**src/rtl/regfile_scoreboard_if.sv**
```systemverilog
// Decode/writeback-facing bus of regfile_scoreboard: read ports, writeback, issue and flush.
// master = decode/writeback pipeline side, slave = register file.
interface regfile_scoreboard_if #(
   parameter int ADDR_WIDTH = 5,
   parameter int DATA_WIDTH = 32,
   parameter int NR_READ    = 2
);
   logic [NR_READ*ADDR_WIDTH-1:0] Raddr;
   logic [NR_READ*DATA_WIDTH-1:0] Rdata;
   logic [NR_READ-1:0]            Rbusy;
   logic                          RegWr;
   logic [ADDR_WIDTH-1:0]         Rw;
   logic [DATA_WIDTH-1:0]         busW;
   logic                          IssueVld;
   logic [ADDR_WIDTH-1:0]         IssueRd;
   logic                          IssueRdy;
   logic                          Flush;
   logic [ADDR_WIDTH:0]           BusyCnt;

   modport master (
      output Raddr, RegWr, Rw, busW, IssueVld, IssueRd, Flush,
      input  Rdata, Rbusy, IssueRdy, BusyCnt
   );

   modport slave (
      input  Raddr, RegWr, Rw, busW, IssueVld, IssueRd, Flush,
      output Rdata, Rbusy, IssueRdy, BusyCnt
   );
endinterface

```
**src/rtl/regfile_scoreboard.sv**
```systemverilog
// Integer register file with NR_READ async read ports, one write port and a pending-write scoreboard.
// Define RF_BYPASS_EN for write-first forwarding on the read ports; default is read-before-write.
module regfile_scoreboard #(
   parameter int ADDR_WIDTH = 5,
   parameter int DATA_WIDTH = 32,
   parameter int NR_READ    = 2
) (
   input  logic                Wrclk,
   input  logic                Rst_n,
   regfile_scoreboard_if.slave bus
);
   localparam int DEPTH = 2**ADDR_WIDTH;
   localparam int CW    = ADDR_WIDTH + 1;

   logic [DATA_WIDTH-1:0] rf_reg [DEPTH];
   logic [DEPTH-1:0]      busy_reg;
   logic [DEPTH-1:0]      busy_next;
   logic [CW-1:0]         busy_cnt_reg;
   logic [CW-1:0]         busy_cnt_next;
   logic                  wr_en;
   logic                  issue_acc;

   assign wr_en = bus.RegWr && (bus.Rw != '0);

   // A writeback to the same register frees it this cycle, so the issue may proceed.
   assign bus.IssueRdy = !busy_reg[bus.IssueRd]
                       || (bus.RegWr && (bus.Rw == bus.IssueRd))
                       || (bus.IssueRd == '0)
                       || bus.Flush;
   assign issue_acc    = bus.IssueVld && bus.IssueRdy && (bus.IssueRd != '0);

   // Ordering gives flush < writeback clear < issue set.
   always_comb begin
      busy_next = busy_reg;
      if (bus.Flush) begin
         busy_next = '0;
      end
      if (wr_en) begin
         busy_next[bus.Rw] = 1'b0;
      end
      if (issue_acc) begin
         busy_next[bus.IssueRd] = 1'b1;
      end
      busy_next[0] = 1'b0;
   end

   always_comb begin
      busy_cnt_next = '0;
      for (int i = 0; i < DEPTH; i++) begin
         busy_cnt_next = busy_cnt_next + CW'(busy_next[i]);
      end
   end

   always_ff @(posedge Wrclk or negedge Rst_n) begin
      if (!Rst_n) begin
         for (int i = 0; i < DEPTH; i++) begin
            rf_reg[i] <= '0;
         end
         busy_reg     <= '0;
         busy_cnt_reg <= '0;
      end else begin
         if (wr_en) begin
            rf_reg[bus.Rw] <= bus.busW;
         end
         busy_reg     <= busy_next;
         busy_cnt_reg <= busy_cnt_next;
      end
   end

   assign bus.BusyCnt = busy_cnt_reg;

   genvar gi;
   generate
      for (gi = 0; gi < NR_READ; gi++) begin : g_rd
         logic [ADDR_WIDTH-1:0] ra;
         assign ra = bus.Raddr[gi*ADDR_WIDTH +: ADDR_WIDTH];
`ifdef RF_BYPASS_EN
         // Forwarding is gated by Rst_n so reads stay zero while reset is held.
         logic byp;
         assign byp = Rst_n && wr_en && (ra == bus.Rw);
         assign bus.Rdata[gi*DATA_WIDTH +: DATA_WIDTH] = byp ? bus.busW : rf_reg[ra];
         assign bus.Rbusy[gi] = !byp && busy_reg[ra];
`else
         assign bus.Rdata[gi*DATA_WIDTH +: DATA_WIDTH] = rf_reg[ra];
         assign bus.Rbusy[gi] = busy_reg[ra];
`endif
      end
   endgenerate
endmodule
```
**src/flat_wrapper.sv**
```systemverilog
// flat-port wrapper written by rule: the top's interface ports become plain ports
module regfile_scoreboard_flat 
#(
   parameter int ADDR_WIDTH = 5,
   parameter int DATA_WIDTH = 32,
   parameter int NR_READ    = 2
)
  (Wrclk, Rst_n, bus_Raddr, bus_RegWr, bus_Rw, bus_busW, bus_IssueVld, bus_IssueRd, bus_Flush, bus_Rdata, bus_Rbusy, bus_IssueRdy, bus_BusyCnt);
  regfile_scoreboard_if #(.ADDR_WIDTH(ADDR_WIDTH), .DATA_WIDTH(DATA_WIDTH), .NR_READ(NR_READ)) bus_i ();
  input  logic Wrclk;
  input  logic Rst_n;
  input wire logic [$bits(bus_i.Raddr)-1:0] bus_Raddr;
  input wire logic [$bits(bus_i.RegWr)-1:0] bus_RegWr;
  input wire logic [$bits(bus_i.Rw)-1:0] bus_Rw;
  input wire logic [$bits(bus_i.busW)-1:0] bus_busW;
  input wire logic [$bits(bus_i.IssueVld)-1:0] bus_IssueVld;
  input wire logic [$bits(bus_i.IssueRd)-1:0] bus_IssueRd;
  input wire logic [$bits(bus_i.Flush)-1:0] bus_Flush;
  output wire logic [$bits(bus_i.Rdata)-1:0] bus_Rdata;
  output wire logic [$bits(bus_i.Rbusy)-1:0] bus_Rbusy;
  output wire logic [$bits(bus_i.IssueRdy)-1:0] bus_IssueRdy;
  output wire logic [$bits(bus_i.BusyCnt)-1:0] bus_BusyCnt;
  assign bus_i.Raddr = bus_Raddr;
  assign bus_i.RegWr = bus_RegWr;
  assign bus_i.Rw = bus_Rw;
  assign bus_i.busW = bus_busW;
  assign bus_i.IssueVld = bus_IssueVld;
  assign bus_i.IssueRd = bus_IssueRd;
  assign bus_i.Flush = bus_Flush;
  assign bus_Rdata = bus_i.Rdata;
  assign bus_Rbusy = bus_i.Rbusy;
  assign bus_IssueRdy = bus_i.IssueRdy;
  assign bus_BusyCnt = bus_i.BusyCnt;
  regfile_scoreboard #(.ADDR_WIDTH(ADDR_WIDTH), .DATA_WIDTH(DATA_WIDTH), .NR_READ(NR_READ)) u_core (.Wrclk(Wrclk), .Rst_n(Rst_n), .bus(bus_i));
endmodule
```
**config.mk**
```make
export PLATFORM = sky130hd
export DESIGN_NAME = regfile_scoreboard_flat
export DESIGN_NICKNAME = d
export VERILOG_FILES = /design/src/rtl/regfile_scoreboard_if.sv /design/src/rtl/regfile_scoreboard.sv /design/src/flat_wrapper.sv
export SDC_FILE = /design/constraint.sdc
export NUM_CORES = 2
export LEC_CHECK = 0
export BUFFER_PORTS_ARGS = -buffer_cell sky130_fd_sc_hd__buf_2
export CORE_ASPECT_RATIO = 0.6
export CORE_MARGIN = 2
export CORE_UTILIZATION = 57
export CTS_CLUSTER_SIZE = 30
export DETAILED_ROUTE_END_ITERATION = 8
export GPL_TIMING_DRIVEN = 1
export PLACE_DENSITY = 0.74
export SYNTH_ARGS = -nofsm -noshare
export SYNTH_HDL_FRONTEND = slang
export SYNTH_SLANG_ARGS = --single-unit
```
**constraint.sdc**
```tcl
create_clock -name Wrclk -period 6.4 [get_ports Wrclk]
set_input_delay 1.92 -clock Wrclk [delete_from_list [all_inputs] [get_ports Wrclk]]
set_output_delay 1.92 -clock Wrclk [all_outputs]
set_load 0.1 [all_outputs]
```
# After elaboration in Yosys (flattened, before gate mapping)

Index checks and enable logic that the tools add are counted.

Add/subtract/negate cells: 30
Multipliers: 0
Divide/modulo/power cells: 0
Order comparisons: 10
Equality and inequality tests: 1
Shift operators: 0
Muxes and demuxes: 22
Bitwise operators: 6
Reductions and logical operators: 14

Operators by type and width:

| kind               | count |
|---|---|
| $bwmux 1024        | 1 |
| $bmux 32 s5        | 2 |
| $mux 32            | 8 |
| $add 6x1->6        | 29 |
| $demux 32 s5       | 1 |
| $and 32x32->32     | 1 |
| $not 32->32        | 1 |
| $or 32x32->32      | 1 |
| $lt 5x6->1 const B | 4 |
| $ge 6x6->1 const B | 3 |
| $not 5->6          | 3 |
| $bmux 1 s5         | 3 |
| $demux 1 s5        | 2 |
| $ge 5x1->1 const B | 2 |
| $reduce_bool 5->1  | 2 |
| $logic_and 1x1->1  | 7 |
| $lt 6x1->1 const B | 1 |
| $eq 5x5->1         | 1 |
| $logic_not 5->1    | 1 |
| $mux 1             | 5 |
| $logic_or 1x1->1   | 3 |
| $add 1x1->2        | 1 |
| $logic_not 1->1    | 1 |

Bits in registers: 1,061
Bits in latches: 0
RAM bits: 0
ROM bits: 0
Input bits: 57
Output and inout port bits: 73
Logic and storage cells: 117
Memories kept: 0

# Longest topological paths before layout

Word-level depth: 39
Gate-level depth with buffers: 24
Gate-level depth less buffers: 21

# Worst setup path after synthesis

No wires, ideal clock.

Kind: input -> register
Start point: input bus_IssueRd[1]
End point: register u_core.busy_cnt_reg[4] (netlist: u_core.bus.BusyCnt[4])
Arrival: 8.099 ns
Required time: 6.320 ns
Slack: -1.778 ns
Stages on the path: 21
Buffers on the path: 2
Cells stage by stage: buf_6 -> mux4_2 -> a211o_1 -> or3_1 -> a211o_1 -> buf_2 -> o21ai_0 -> ha_1 -> fa_1 -> fa_1 -> fa_1 -> fa_1 -> inv_1 -> fa_1 -> fa_1 -> inv_1 -> ha_1 -> fa_1 -> a21o_1 -> a21oi_1 -> xnor2_1

Longest elaborated chain between the ends: 39
Elaborated cells on any way between the ends: 49

RTL lines:

| item                                                               | RTL line                 | text |
|---|---|---|
| start: declaration                                                 | flat_wrapper.sv:17       | `input wire logic [$bits(bus_i.IssueRd)-1:0] bus_IssueRd;` |
| parallel branches: the longest is 8 deep, another holds $lt 5x6->1 | --                       |  |
| $mux 32 (*)                                                        | regfile_scoreboard.sv:41 | `if (issue_acc) begin` |
| via u_core.busy_next[2]                                            | regfile_scoreboard.sv:17 | `logic [DEPTH-1:0] busy_next;` |
| $add 1x1->2 (*)                                                    | regfile_scoreboard.sv:50 | `busy_cnt_next = busy_cnt_next + CW'(busy_next[i]);` |
| $add 6x1->6 (*) (29 in series)                                     | regfile_scoreboard.sv:50 |  |
| via u_core.busy_cnt_next[4]                                        | regfile_scoreboard.sv:19 | `logic [CW-1:0] busy_cnt_next;` |
| end signal: assignment                                             | regfile_scoreboard.sv:66 | `busy_cnt_reg <= busy_cnt_next;` |
| end: declaration                                                   | regfile_scoreboard.sv:18 | `logic [CW-1:0] busy_cnt_reg;` |

Mark *: on every way through the listed nets, which the timed path passes. The select of a mux whose other input is x is not followed.
A chain may end at the register's enable or synchronous reset.

# Worst setup path after layout

Ends and elaborated chain as after synthesis.

==> metrics.log <==
[metrics] first-pass GRT wire length: 257.2 mm
[metrics] highest achievable clock rate: 137.0 MHz
[metrics] minimum clock period: 7300 ps
[metrics] number of sinks on the clock net: 1,061
[metrics] ranking of synthesized cells by instance count: 1,061 x dfrtp_1, 1,061 x mux2_2, 659 x mux4_2
[metrics] net switching power figure: 6208 uW
[metrics] number of nets with antenna violations after routing: 0
[metrics] maximum vdd ir drop: 0.0002290 V
[metrics] cell type contributing the most total cell area after synthesis: dfrtp_1
[metrics] input/output buffers: 129
[metrics] status: finished with violations
[metrics] detailed-route wire length: 174.1 mm
[metrics] DIE AREA: 102,300 sq um
[metrics] final slew viol count: 0
[metrics] Largest register FFs: 1,024
[metrics] mean number of vias per cell: 7.122
[metrics] Avg Inst Size Synth: 16.48 sq um
[metrics] maximum fanout encountered on the critical timing path: 3
[metrics] Distinct cells, synth: 41
[metrics] share of post-route cells with drive strength above 1: 0.6444
[metrics] largest net degree at the start of global routing: 145
[metrics] sequential share of power: 0.437
[metrics] cells after synthesis: 3,446
[metrics] total of endpoints with negative setup slack in the final report: 6
[metrics] largest cells by area after synthesis: dfrtp_1 47%, mux4_2 26%, mux2_2 21%
[metrics] commonest register cell after synthesis: dfrtp_1
[metrics] Hold Vio Cnt, Final: 0
[metrics] cell at the root of the clock tree: clkbuf_16
[metrics] vertical die dimension: 248.5 um
[metrics] sw frac: 0.3049
[metrics] violations in the final reports: design-rule violations, negative setup slack
[metrics] buffer depth of the longest clock path: 3
[metrics] CTS clock-pin slew for the worst setup and hold paths: 70 ps
[metrics] GRT Residual Overflow: 0
[metrics] post-route DRC violation count: 7
[metrics] fraction of registers with async set or reset after synthesis: 1.000
[metrics] number of core rows: 89
[metrics] RePlAce Congestion: 0.9878
[metrics] element type at the critical path start: input port
[metrics] Setup WS pre-CTS: -1810 ps
[metrics] part of the Yosys area used for sequential elements: 0.4674
[metrics] HPWL after detailed placement: 100.7 mm
[metrics] overall die width: 411.6 um
[metrics] All-Layer GR Usage: 0.3458
[metrics] power share of the clock group: 0.309
[metrics] First-pass DRT Iterations: 9
[metrics] via count of the first global-routing pass: 36,832
[metrics] setup repair after global routing missed its margin: true
[metrics] setup clock skew after layout: 7.664 ps
[metrics] slew of the pin with the lowest slew margin: 1093 ps
[metrics] initial standard-cell utilization of the core: 0.5764
[metrics] synth warn: 0
[metrics] synthesis-to-layout area growth: 12.85%
[metrics] syn_nets: 3,535
[metrics] average routed wire per standard cell: 35.32 um
[metrics] Ports: 130
[metrics] Pleak: 0.02759 uW
[metrics] worst hold-check path type: register to register
[metrics] clock tree from TritonCTS: yes
[metrics] Data arrival, critical path: 7930 ps
[metrics] portion of total power attributed to combinational logic: 0.255
[metrics] number of buffers created by CTS: 100
[metrics] worst-case setup margin in the final layout: -899.6 ps
[metrics] number of flip-flops and latches in the synthesized netlist: 1,061
[metrics] CP required: 7030 ps
[metrics] max-cap violation count: 0
[metrics] final-stage net count: 3,613
[metrics] Std-Cell Core Area: 98,550 sq um
[metrics] internal power: 14,150 uW
[metrics] fill count: 6,669
[metrics] TNS Setup: -3981 ps
[metrics] power density over cell area: 317.6 nW/um^2
[metrics] number of synthesized flops with an enable pin: 0
[metrics] total vias in the final route: 35,110
[metrics] critical path capture point type: register
[metrics] antenna violations before repair: 4
[metrics] CTS H-tree depth: 3
[metrics] Final Cycle Share: 1.141
[metrics] relative max-transition margin: 0.2711
[metrics] violation count after the first detailed-routing iteration: 3,850
[metrics] clk_lat worst skew: 710 ps
[metrics] critical path start-end classification: input port to register
[metrics] netlist area before placement: 56,810 sq um
[metrics] post-synth top area share: 0.4674
placed cells by master, fill, tap and decap left out, drive strengths merged, types with 3 or more instances in the layout:
master and count:
mux2 1061, dfrtp 1061, mux4 659, buf 374, clkbuf 140, inv 44, clkinv 27, fa 23
nand2 23, nor2 22, o21ai 22, nand3 18, o32ai 16, mux2i 12, o21a 11, o32a 11
bufinv 10, ha 9, nand3b 7, diode 6, clkinvlp 6, a21oi 6, nor3 6, nor3b 5
xor2 5, a31oi 3, or3b 3, o22ai 3, xnor2 3
cell type report:
| cell class | count | area, sq um | area share |
|---|---|---|---|
| Clock buffer | 138 | 2846 | 0.04440 |
| Clock inverter | 45 | 575.6 | 0.008978 |
| Antenna cell | 6 | 15.01 | 0.0002342 |
| Tap cell | 1319 | 1650 | 0.02574 |
| Sequential cell | 1061 | 26550 | 0.4142 |
| Inverter | 42 | 157.7 | 0.002459 |
| Multi-Input combinational cell | 1943 | 28900 | 0.4508 |
| Timing Repair Buffer | 376 | 3408 | 0.05317 |
stage by stage:
| stage | total power [uW] | hold WS, ps | utilization | cells | cell area [sq um] |
|---|---|---|---|---|---|
| after CTS | 20380 | 398.7 | 0.6492 | 4920 | 63980 |
| after global placement | 13730 | 376.3 | 0.6133 | 4732 | 60440 |
| after global routing | 21100 | 410.0 | 0.6503 | 4925 | 64090 |
| final | 20360 | 392.5 | 0.6505 | 4930 | 64100 |
| after floorplan | 12630 | 441.3 | - | 3446 | 56850 |
| after detailed placement | 14100 | 384.0 | 0.6133 | 4732 | 60440 |
power by group through the flow:
stage / combinational (uW) / sequential, uW / clock, uW
floorplan: 3980 / 8660 / 0
global placement: 4990 / 8740 / 0
detailed placement: 5150 / 8960 / 0
CTS: 5190 / 8840 / 6350
global route: 5440 / 9020 / 6650
finish: 5180 / 8890 / 6290
critical path, stage by stage:
cell	delay [ps]
buf_8	80
mux4_2	490
a211o_1	330
or3_4	360
a211o_1	340
o21ai_2	180
ha_1	260
fa_1	520
fa_1	450
fa_2	550
fa_2	440
inv_2	70
fa_2	430
fa_1	510
inv_2	50
ha_4	150
fa_2	330
a21o_1	170
a21oi_2	140
xnor2_1	140
logic make-up (layout without fill, tap and decap cells):
family,after synthesis,in the layout,share of synthesized area
buffers and inverters,442,601,0.02951
other,0,6,0
adders and majority gates,32,32,0.01009
DFF,1061,1061,0.4674
xor gates and xnor gates,8,8,0.001234
muxes,1732,1732,0.4737
AOI/OAI and AO/OA,78,78,0.009890
and+or+nand+nor,93,93,0.008172
per-layer routing:
layer  vias to the layer above  GRT usage  routed length [um]
li1                      13619          -                   -
met1                     19300     0.5124               72430
met2                      1806     0.5080               79130
met3                       383    0.08940               16580
met4                         2     0.1061                5968
met5                         -          0                  12
worst paths after layout:
kind | end | slack (ps) | cells after the start | from
min in group asynchronous | u_core.rf_reg[24] | 1290 | 1 | Rst_n
hold / removal | u_core.rf_reg[1008] | 390 | 0 | u_core.rf_reg[1008]
setup / recovery | u_core.bus.BusyCnt[4] | -900 | 20 | bus_IssueRd[1]
hold reg to reg | u_core.rf_reg[1008] | 390 | 0 | u_core.rf_reg[1008]
max in group asynchronous | u_core.rf_reg[326] | 3680 | 3 | Rst_n
setup reg to reg | u_core.bus.BusyCnt[4] | -60 | 19 | u_core.busy_reg[19]
what timing repair did:
item,CTS,global route
setup endpoints to repair,6,6
endpoints found under the hold margin,0,0
hold buffers,0,0
buffers inserted,4,3
gates cloned,1,1
pin swaps,7,6
resized for setup,21,21
No activity file was read; power rests on OpenSTA's default activity.
